==> config.mk <==
export PLATFORM = sky130hd
export DESIGN_NAME = wb_arbiter
export DESIGN_NICKNAME = d
export VERILOG_FILES = /design/src/rtl/wb_arbiter.sv
export SDC_FILE = /design/constraint.sdc
export NUM_CORES = 1
export LEC_CHECK = 0
export BUFFER_PORTS_ARGS = -buffer_cell sky130_fd_sc_hd__buf_2
export CORE_AREA = 2 2 79 81
export DETAILED_ROUTE_END_ITERATION = 16
export DIE_AREA = 0 0 81 83
export PLACE_DENSITY = 0.77
export SYNTH_ARGS = -nofsm -noshare
export SYNTH_HDL_FRONTEND = slang
export SYNTH_SLANG_ARGS = --single-unit
==> constraint.sdc <==
create_clock -name clk_i -period 1.61 [get_ports clk_i]
set_input_delay 0 -clock clk_i [delete_from_list [all_inputs] [get_ports clk_i]]
set_output_delay 0 -clock clk_i [all_outputs]
set_load 0.05 [all_outputs]
==> src/rtl/wb_arbiter.sv <==
// Write-back arbiter: round-robin between execute and load/store results,
// one register-file write per cycle through a single output stage.
module wb_arbiter #(
    parameter int XLEN = 32
) (
    input  logic            clk_i,
    input  logic            rst_n_i,
    input  logic            exu_wb_valid_i,
    output logic            exu_wb_ready_o,
    input  logic [4:0]      exu_wb_addr_i,
    input  logic [XLEN-1:0] exu_wb_data_i,
    input  logic            lsu_wb_valid_i,
    output logic            lsu_wb_ready_o,
    input  logic [4:0]      lsu_wb_addr_i,
    input  logic [XLEN-1:0] lsu_wb_data_i,
    output logic            rd_wr_en_o,
    output logic [4:0]      rd_wr_addr_o,
    output logic [XLEN-1:0] rd_wr_data_o,
    input  logic [4:0]      rs1_rd_addr_i,
    input  logic [4:0]      rs2_rd_addr_i,
    output logic            rs1_busy_o,
    output logic            rs2_busy_o
);

    typedef enum logic {
        GNT_EXU = 1'b0,
        GNT_LSU = 1'b1
    } gnt_e;

    gnt_e            last_grant;
    logic            exu_gnt;
    logic            lsu_gnt;
    logic            xfer;
    logic [4:0]      sel_addr;
    logic [XLEN-1:0] sel_data;

    // The requester that lost the previous transfer wins a contention.
    always_comb begin
        exu_gnt = 1'b0;
        lsu_gnt = 1'b0;
        if (exu_wb_valid_i && lsu_wb_valid_i) begin
            exu_gnt = (last_grant == GNT_LSU);
            lsu_gnt = (last_grant == GNT_EXU);
        end else begin
            exu_gnt = exu_wb_valid_i;
            lsu_gnt = lsu_wb_valid_i;
        end
    end

    assign exu_wb_ready_o = exu_gnt;
    assign lsu_wb_ready_o = lsu_gnt;
    assign xfer           = exu_gnt | lsu_gnt;

    always_comb begin
        sel_addr = exu_wb_addr_i;
        sel_data = exu_wb_data_i;
        if (lsu_gnt) begin
            sel_addr = lsu_wb_addr_i;
            sel_data = lsu_wb_data_i;
        end
    end

    always_ff @(posedge clk_i or negedge rst_n_i) begin
        if (!rst_n_i) begin
            last_grant <= GNT_LSU;
        end else if (xfer) begin
            last_grant <= lsu_gnt ? GNT_LSU : GNT_EXU;
        end
    end

    // x0 writes are accepted but never reach the register file.
    always_ff @(posedge clk_i or negedge rst_n_i) begin
        if (!rst_n_i) begin
            rd_wr_en_o   <= 1'b0;
            rd_wr_addr_o <= '0;
            rd_wr_data_o <= '0;
        end else if (xfer) begin
            rd_wr_en_o   <= (sel_addr != 5'd0);
            rd_wr_addr_o <= sel_addr;
            rd_wr_data_o <= sel_data;
        end else begin
            rd_wr_en_o   <= 1'b0;
        end
    end

    function automatic logic busy_of(input logic [4:0] rs);
        logic hit;
        hit = 1'b0;
        if (exu_wb_valid_i && (exu_wb_addr_i == rs)) hit = 1'b1;
        if (lsu_wb_valid_i && (lsu_wb_addr_i == rs)) hit = 1'b1;
        if (rd_wr_en_o && (rd_wr_addr_o == rs))      hit = 1'b1;
        return hit && (rs != 5'd0);
    endfunction

    assign rs1_busy_o = busy_of(rs1_rd_addr_i);
    assign rs2_busy_o = busy_of(rs2_rd_addr_i);

endmodule
==> results of run 1 <==
-- cell usage in the layout (no fill, tap or decap), drive strengths merged --
cell type      n
o22ai         32
inv           35
a21boi         2
nand2          9
o221a          5
a31oi         32
nor3           2
nor2          35
dfrtp         38
mux2i          5
xnor2          6
clkbuf         7
nand4          6
nor4           6
or4            2
nand3          2
dlygate4sd3   23
o21ai          2
a21oi         32
dfstp          1
clkinv         1
buf          141
xor2          24
-- worst max-delay path, stage by stage (launching register included) --
cell                      delay, ns
sky130_fd_sc_hd__dfrtp_1       0.43
sky130_fd_sc_hd__xor2_1        0.16
sky130_fd_sc_hd__nor4_1        0.30
sky130_fd_sc_hd__nand4_1       0.13
sky130_fd_sc_hd__nand3_1       0.11
sky130_fd_sc_hd__buf_6         0.16
-- sequential cells by signal (all words and copies together), names as in the netlist --
name          count
rd_wr_addr_o      5
rd_wr_data_o     32
last_grant        1
rd_wr_en_o        1
-- through the flow --
| step | area, um2 | utilization |
|---|---|---|
| after floorplan | 2590 | - |
| after global placement | 3240 | 0.557 |
| after detailed placement | 3240 | 0.557 |
| after CTS | 3560 | 0.611 |
| after global routing | 3610 | 0.620 |
| final | 3610 | 0.620 |
-- layer usage --
metal,vias up,GRT usage,part of all wire
met5,-,0,0
met4,0,0.0462,0.0077
met3,6,0.0457,0.068
met2,113,0.394,0.50
met1,1321,0.287,0.43
li1,1357,-,-
-- layout make-up --
cell class | count | area [um2]
well taps | 75 | 93.8
flip-flops and latches | 39 | 978
multi-input cells | 202 | 1320
inverters | 35 | 131
clock inverters | 1 | 5.00
fillers | 536 | 2210
repair buffers | 164 | 1000
clock buffers | 7 | 76.3
-- power by group through the flow --
stage	Clock (uW)	Sequential (uW)	Combinational [uW]
2_1_floorplan	0	1660	522
3_3_place_gp	0	1220	1320
3_5_place_dp	0	1220	1350
4_1_cts	654	1210	1400
5_1_grt	710	1220	1530
6_report	635	1200	1430
-- repair_timing --
| item | CTS | global route |
|---|---|---|
| hold buffers | 23 | 0 |
| setup buffers | 0 | 4 |
| resized for setup | 1 | 9 |
| endpoints found under the setup margin | 1 | 4 |
| endpoints found under the hold margin | 60 | 0 |
| pin swaps | 0 | 6 |
-- worst paths after layout --
path,depth (start not counted),to,from
worst max register to register,5,rd_wr_data_o[8]$_DFFE_PN0P_,last_grant$_DFFE_PN1P_
max in group asynchronous,3,rd_wr_addr_o[3]$_DFFE_PN0P_,rst_n_i
min in group asynchronous,3,rd_wr_data_o[12]$_DFFE_PN0P_,rst_n_i
worst max-delay path,5,rs2_busy_o,rd_wr_addr_o[4]$_DFFE_PN0P_
worst min register to register,2,rd_wr_addr_o[4]$_DFFE_PN0P_,last_grant$_DFFE_PN1P_
worst min-delay path,3,rd_wr_data_o[8]$_DFFE_PN0P_,exu_wb_data_i[8]
-- cell families (layout without fill, tap and decap cells) --
group | Yosys count | count (layout)
buffers and inverters | 59 | 207
xor gates and xnor gates | 30 | 30
AOI/OAI and AO/OA | 105 | 105
and+or+nand+nor | 62 | 62
DFF | 39 | 39
muxes | 5 | 5
==> impl_metrics.ini, run 1 <==
[outcome]
run_status = finished clean

[pwr]
p_int_uw = 1890
power_density_nw_per_um2 = 906
ir_worst_vdd_mv = 0.517
report.power.total_uw = 3270
total_switching_power_uw = 1380
power.share.switching = 0.422
power.clock.fraction = 0.194
leakagePower_uw = 0.00176
pwr-share-seq = 0.368
comb_power_share = 0.438

[synthesis]
ys_dominant_reg_cell = sky130_fd_sc_hd__dfrtp_1
netlist_top_cells_area = sky130_fd_sc_hd__dfrtp_1, sky130_fd_sc_hd__xor2_1, sky130_fd_sc_hd__a31oi_1
synth_fp_nets = 388
top_count_cell_post_synth = sky130_fd_sc_hd__dfrtp_1
async_reset_ff_frac = 1.00
yosys.area.top_type = sky130_fd_sc_hd__dfrtp_1
yosys_register_bits = 39
post_synth_instance_area_um2 = 2590
post_synth_num_cell_types = 26
sequential_to_total_area_share_from_yosys_stat = 0.377
synth.top_cells.by_count = sky130_fd_sc_hd__dfrtp_1, sky130_fd_sc_hd__inv_1, sky130_fd_sc_hd__nor2_1
synth_top_family_by_area = compound AO/OA/AOI/OAI gates
fraction_of_the_mapped_netlist_area_in_compound_gates = 0.277
synthSimpleGateAreaFrac = 0.110
post_synth_xor_area_fraction = 0.101
synth_cells = 300
syn-mean-instance-area_um2 = 8.64
yosys.area_share.adder = 0
muxShareOfSynthArea = 0.0193
synth_top_cell_area_share = 0.367
synth-edff-count = 0
synth-warning-count = 0

[floorplanning]
fp.dieW_um = 81
placeableCoreArea_um2 = 5820
overall_die_area_um2 = 6720
floorplan.rows = 28
start_util = 0.446
io_pins = 130
die_height_um = 83

[routing]
via_per_inst = 5.35
detailroute.via_count = 2797
drt_drc_violations_left = 0
drt-pass1-iter-count = 4
antenna_violation_net_count_after_detailed_routing = 0
route.detailed.wl_per_inst_um = 14.6
final_wirelength_mm = 7.62
dr.first_iter.drc_count = 150

[placed_design]
portBuffers = 129
gp_routability_congestion = 0.882
place.detailed.hpwl_mm = 5.20
dp_slack_ns = 0.241
place_inst = 488

[timing]
finalCritPeriodShare = 0.971
setup_viol = 0
final_critical_path_setup_slack_ns = 0.0459
fin_skew_ns = 0.00421
final-hold-violation-count = 0
worst_slew_pin_slew_ns = 0.514
timing.fmax_ghz = 0.639
final.min_clock_period_ns = 1.56
setup_tns_ns = 0
finalMaxSlewViolations = 0
grt_setup_unrepaired = yes
fin_hold_ws_ns = 0.00690
timing.max_slew.rel_slack = 0.658

[clock_tree]
tritoncts = yes
cts-root-to-sink-buffers = 2
clk_latency_ns = 0.28
clockRootBuffer = sky130_fd_sc_hd__clkbuf_8
clock_tree.htree_level_count = 2
tritoncts_buffers = 5
clock_sinks = 39
cts.clk_slew.worst_paths_ns = 0.07

[final_layout]
count_of_antenna_diodes_in_the_layout = 0
post_route_cells_drive_above_1_share = 0.395
area_growth_syn_to_layout_pct = 39.2
instances_no_fill = 523
fin_nets = 535

[critical_path]
cp-end-kind = output port
timing.critical_path.required_ns = 1.61
cp_data_arrival_time_ns = 1.56
worst-r2r-setup-slack_ns = 0.26
crit_path_start_kind = flop
critical_path_class = flop to output port
critical_path.max_fanout = 4

[grt]
grt-ovfl-total = 0
vias_in_the_first_global_route = 2751
antenna_found_initial = 0
grt_start_max_net_pins = 72
grt_pass1_wl_mm = 12.3
globalRouteTotalUtil = 0.226

[job]
timing.max_cap.violations = 0

[hold_path]
worstHoldPathType = primary input to flop
Power figures use the tool's default switching activity.
==> inputs of run 2 (changes only) <==
--- a/config.mk
+++ b/config.mk
@@ -6,10 +6,12 @@
 export NUM_CORES = 1
 export LEC_CHECK = 0
 export BUFFER_PORTS_ARGS = -buffer_cell sky130_fd_sc_hd__buf_2
-export CORE_AREA = 2 2 79 81
+export CORE_AREA = 2 2 68 95
 export DETAILED_ROUTE_END_ITERATION = 16
-export DIE_AREA = 0 0 81 83
-export PLACE_DENSITY = 0.77
+export DIE_AREA = 0 0 70 97
+export GPL_TIMING_DRIVEN = 0
+export PLACE_DENSITY = 0.76
+export RECOVER_POWER = 25
 export SYNTH_ARGS = -nofsm -noshare
 export SYNTH_HDL_FRONTEND = slang
 export SYNTH_SLANG_ARGS = --single-unit
==> impl_metrics.ini, run 2 (synthesis gave the netlist of run 1 again) <==
[final_layout]
largest_register_ff_count = 32
fin_nets = 548
post_route_cells_drive_above_1_share = 0.354
post-route-cell-area_um2 = 3650
mostFrequentLayoutCell = sky130_fd_sc_hd__buf_2
most-common-layout-cells = sky130_fd_sc_hd__buf_2, sky130_fd_sc_hd__dfrtp_1, sky130_fd_sc_hd__inv_1, sky130_fd_sc_hd__nor2_1
largest_registers = rd_wr_data_o (32), rd_wr_addr_o (5)
area.sequential_um2 = 980
largest-register = rd_wr_data_o
area_growth_syn_to_layout_pct = 40.9
count_of_antenna_diodes_in_the_layout = 0
multi_input_area_um2 = 1330
fill_cells = 551

[critical_path]
crit_path_start_kind = flop
critical_path_class = flop to output port
cp_data_arrival_time_ns = 1.54
worst-r2r-setup-slack_ns = 0.15
critical_path.max_fanout = 4
timing.critical_path.required_ns = 1.61
cp-end-kind = output port

[clock_tree]
clock_sinks = 39
tritoncts = yes
clock_tree.htree_level_count = 2
cts.clk_slew.worst_paths_ns = 0.07
tritoncts_buffers = 5
clk_latency_ns = 0.28
clockRootBuffer = sky130_fd_sc_hd__clkbuf_8
cts-root-to-sink-buffers = 2

[floorplanning]
overall_die_area_um2 = 6790
floorplan.rows = 33
fp.dieW_um = 70
placeableCoreArea_um2 = 5860
io_pins = 130
start_util = 0.442
die_height_um = 97

[routing]
drt_drc_violations_left = 0
dr.first_iter.drc_count = 150
route.detailed.wl_per_inst_um = 15.7
detailroute.via_count = 2936
drt-pass1-iter-count = 4
via_per_inst = 5.53
final_wirelength_mm = 8.35
antenna_violation_net_count_after_detailed_routing = 0

[outcome]
run_status = finished clean

[timing]
finalCritPeriodShare = 0.959
grt_setup_unrepaired = yes
worst_slew_pin_slew_ns = 0.889
setup_viol = 0
timing.fmax_ghz = 0.648
finalMaxSlewViolations = 0
final-hold-violation-count = 0
final.min_clock_period_ns = 1.54
timing.max_slew.rel_slack = 0.407
fin_skew_ns = 0.00836

[placed_design]
gp_routability_congestion = 0.933
dpl_cell_area_um2 = 3320
portBuffers = 127
place.detailed.hpwl_mm = 5.91

[grt]
vias_in_the_first_global_route = 2855
globalRouteTotalUtil = 0.239
grt_start_max_net_pins = 40
grt_pass1_wl_mm = 13.5
grt-ovfl-total = 0
antenna_found_initial = 0

[pwr]
power_density_nw_per_um2 = 894
report.power.total_uw = 3270
ir_worst_vdd_mv = 0.630
leakagePower_uw = 0.00174

[hold_path]
worstHoldPathType = primary input to flop

[job]
timing.max_cap.violations = 0
==> run 2: area by class of cell <==
cell class                 instances  share of cell area
buffer                            23              0.0452
timing repair buffer             154               0.239
clock inverter                     3             0.00411
inverter                          35              0.0360
sequential                        39               0.268
tap                               70              0.0240
clock buffer                       5              0.0188
multi-input combinational        202               0.364
==> run 2: report_power, final <==
part	internal [uW]	switching (uW)	total, uW
combinational	455	978	1430
clock	296	331	627
sequential	1110	92.7	1210
total	1860	1400	3270
==> run 2: worst paths after layout <==
check / startpoint / depth (start not counted) / to
worst max-delay path: rd_wr_addr_o[1]$_DFFE_PN0P_ / 5 / rs1_busy_o
max in group asynchronous: rst_n_i / 2 / rd_wr_addr_o[3]$_DFFE_PN0P_
worst min register to register: last_grant$_DFFE_PN1P_ / 3 / last_grant$_DFFE_PN1P_
min in group asynchronous: rst_n_i / 2 / rd_wr_data_o[14]$_DFFE_PN0P_
worst min-delay path: exu_wb_data_i[24] / 3 / rd_wr_data_o[24]$_DFFE_PN0P_
worst max register to register: last_grant$_DFFE_PN1P_ / 6 / rd_wr_data_o[26]$_DFFE_PN0P_
==> run 2: routing by layer <==
layer	vias up	track usage	part of all wire
met5	-	0	0
met4	0	0.0680	0.020
met3	16	0.0375	0.064
met2	147	0.421	0.52
met1	1391	0.300	0.40
li1	1382	-	-
==> run 2: worst max-delay path, cell delays in order, from the launching register on <==
cell                      delay [ns]
sky130_fd_sc_hd__dfrtp_1        0.43
sky130_fd_sc_hd__xor2_1         0.16
sky130_fd_sc_hd__nor4_1         0.27
sky130_fd_sc_hd__nand4_1        0.13
sky130_fd_sc_hd__nand3_1        0.10
sky130_fd_sc_hd__buf_6          0.16
==> run 2: stage by stage <==
| stage | worst slack [ns] | hold slack (ns) | util | cells | TNS, ns |
|---|---|---|---|---|---|
| detailed placement | 0.166 | 0.170 | 0.566 | 497 | 0 |
| global placement | 0.189 | 0.169 | 0.566 | 497 | 0 |
| finish | 0.0662 | 0.00459 | 0.623 | 531 | 0 |
| global route | -0.0366 | 0.0125 | 0.623 | 531 | -0.0709 |
| floorplan | 0.0134 | -0.296 | - | 300 | 0 |
| CTS | 0.00130 | 0.000118 | 0.621 | 527 | 0 |
==> run 2: repair_timing <==
item                                    4_1_cts  5_1_grt
hold buffers                                 23        0
endpoints found under the setup margin        3        3
resized for setup                             5        6
pin swaps                                     0        7
endpoints found under the hold margin        60        0
buffers inserted                              0        4
==> inputs of run 3 (changes only) <==
--- a/config.mk
+++ b/config.mk
@@ -7,6 +7,7 @@
 export LEC_CHECK = 0
 export BUFFER_PORTS_ARGS = -buffer_cell sky130_fd_sc_hd__buf_2
 export CORE_AREA = 2 2 68 95
+export CTS_BUF_LIST = sky130_fd_sc_hd__clkbuf_2
 export DETAILED_ROUTE_END_ITERATION = 16
 export DIE_AREA = 0 0 70 97
 export GPL_TIMING_DRIVEN = 0
==> constraint.sdc (replaced) <==
create_clock -name clk_i -period 1.61 [get_ports clk_i]
set_input_delay 0 -clock clk_i [delete_from_list [all_inputs] [get_ports clk_i]]
set_output_delay 0 -clock clk_i [all_outputs]
set_load 0.01 [all_outputs]
==> impl_metrics.ini, run 3 (synthesis gave the netlist of run 1 again) <==
[outcome]
run_status = finished, violations left
violations = negative setup slack

[placed_design]
dp_slack_ns = 0.169
gp_routability_congestion = 0.934
portBuffers = 127
place.detailed.hpwl_mm = 5.94
dpl_cell_area_um2 = 3310

[final_layout]
most-common-layout-cells = sky130_fd_sc_hd__buf_2, sky130_fd_sc_hd__dlygate4sd3_1, sky130_fd_sc_hd__inv_1, sky130_fd_sc_hd__nor2_1, sky130_fd_sc_hd__dfrtp_1
largest-register = rd_wr_data_o
count_of_antenna_diodes_in_the_layout = 0
layout.core_utilization = 0.720
area.sequential_um2 = 981
area_growth_syn_to_layout_pct = 62.9
fin_nets = 605
fill_cells = 456
mostFrequentLayoutCell = sky130_fd_sc_hd__buf_2
post-route-cell-area_um2 = 4220
multi_input_area_um2 = 1330
largest_register_ff_count = 32
largest_registers = rd_wr_data_o (32), rd_wr_addr_o (5)
post_route_cells_drive_above_1_share = 0.375

[timing]
timing.fmax_ghz = 0.590
finalCritPeriodShare = 1.05
final.min_clock_period_ns = 1.70
final_critical_path_setup_slack_ns = -0.0851
worst_slew_pin_slew_ns = 1.01
fin_hold_ws_ns = 0.269
timing.max_slew.rel_slack = 0.329
grt_setup_unrepaired = yes
final-hold-violation-count = 0
fin_skew_ns = 0.0179
setup_viol = 2
setup_tns_ns = -0.128
finalMaxSlewViolations = 0

[grt]
grt_pass1_wl_mm = 16.1
globalRouteTotalUtil = 0.290
grt-ovfl-total = 0
vias_in_the_first_global_route = 3463
antenna_found_initial = 0
grt_start_max_net_pins = 40

[job]
timing.max_cap.violations = 0

[floorplanning]
floorplan.rows = 33
die_height_um = 97
io_pins = 130
fp.dieW_um = 70
placeableCoreArea_um2 = 5860
overall_die_area_um2 = 6790
start_util = 0.442

[clock_tree]
tritoncts_buffers = 5
cts.clk_slew.worst_paths_ns = 0.21
tritoncts = yes
clockRootBuffer = sky130_fd_sc_hd__clkbuf_2
clk_latency_ns = 0.39
cts-root-to-sink-buffers = 2
clock_tree.htree_level_count = 2
clock_sinks = 39

[routing]
detailroute.via_count = 3273
antenna_violation_net_count_after_detailed_routing = 0
drt-pass1-iter-count = 5
via_per_inst = 5.57
drt_drc_violations_left = 0
final_wirelength_mm = 9.96
route.detailed.wl_per_inst_um = 16.9
dr.first_iter.drc_count = 161

[critical_path]
crit_slowest_cell = sky130_fd_sc_hd__dfrtp_2
timing.critical_path.required_ns = 1.61
crit_path_start_kind = flop
worstPathCellList = xor2_2 -> nor4_2 -> nand4_1 -> nand3_1 -> buf_2
critical_path.max_fanout = 3
slowest_delay_ns = 0.48
critical_path_class = flop to output port
cp-end-kind = output port
timing.critical_path.buf_inv = 1
cp_data_arrival_time_ns = 1.70
critPathTopFamily = simple AND/OR/NAND/NOR gates

[pwr]
ir_worst_vdd_mv = 0.814
power_density_nw_per_um2 = 705
leakagePower_uw = 0.00204

[hold_path]
worstHoldPathType = primary input to async pin
run 3: changes by cell type in the layout (fill, tap and decap cells not counted), sizes merged:
cell	delta
clkbuf	-28
bufinv	+1
buf	+31
dlygate4sd3	+54
clkinv	-1
run 3: final timing paths:
kind	slack, ns	cells after the start	startpoint	to
worst max register to register	0.14	5	last_grant$_DFFE_PN1P_	rd_wr_data_o[15]$_DFFE_PN0P_
max in group asynchronous	0.65	2	rst_n_i	rd_wr_addr_o[4]$_DFFE_PN0P_
worst max-delay path	-0.09	5	rd_wr_addr_o[0]$_DFFE_PN0P_	rs2_busy_o
min in group clk_i	0.41	4	exu_wb_data_i[2]	rd_wr_data_o[2]$_DFFE_PN0P_
worst min-delay path	0.27	2	rst_n_i	rd_wr_data_o[2]$_DFFE_PN0P_
worst min register to register	0.59	2	last_grant$_DFFE_PN1P_	last_grant$_DFFE_PN1P_
run 3: metal layers:
| metal | vias to the layer above | share of wire | global-route usage |
|---|---|---|---|
| met4 | 0 | 0.041 | 0.130 |
| li1 | 1496 | - | - |
| met5 | - | 0 | 0 |
| met3 | 39 | 0.066 | 0.0469 |
| met2 | 180 | 0.52 | 0.530 |
| met1 | 1558 | 0.37 | 0.324 |
run 3: repair_timing:
item	CTS	global route
cloned	0	0
endpoints found under the hold margin	77	0
hold buffers	77	0
resized for setup	5	4
pin swaps	7	5
endpoints found under the setup margin	4	7
buffers inserted	6	2
run 3: through the flow:
step	cells	power, uW
floorplan	300	1770
global placement	497	2160
detailed placement	497	2180
CTS	587	2950
global route	588	3130
finish	588	2970
run 3: report_power, final:
part | switching, uW | internal, uW
logic | 601 | 574
registers | 96.9 | 1110
clock network | 333 | 256
total | 1030 | 1940
run 3: worst reg2reg max path: stages (launching register included):
cell	delay, ns
sky130_fd_sc_hd__dfstp_2	0.66
sky130_fd_sc_hd__nand2_4	0.11
sky130_fd_sc_hd__nand2_4	0.10
sky130_fd_sc_hd__buf_2	0.24
sky130_fd_sc_hd__o22ai_1	0.11
sky130_fd_sc_hd__a31oi_1	0.17
run 3: layout make-up:
| class | count | area share |
|---|---|---|
| Buffer | 22 | 0.0373 |
| Clock buffer | 5 | 0.00593 |
| Clock inverter | 3 | 0.00919 |
| Inverter | 35 | 0.0311 |
| Multi-Input combinational cell | 202 | 0.316 |
| Sequential cell | 39 | 0.232 |
| Tap cell | 70 | 0.0207 |
| Timing Repair Buffer | 212 | 0.347 |
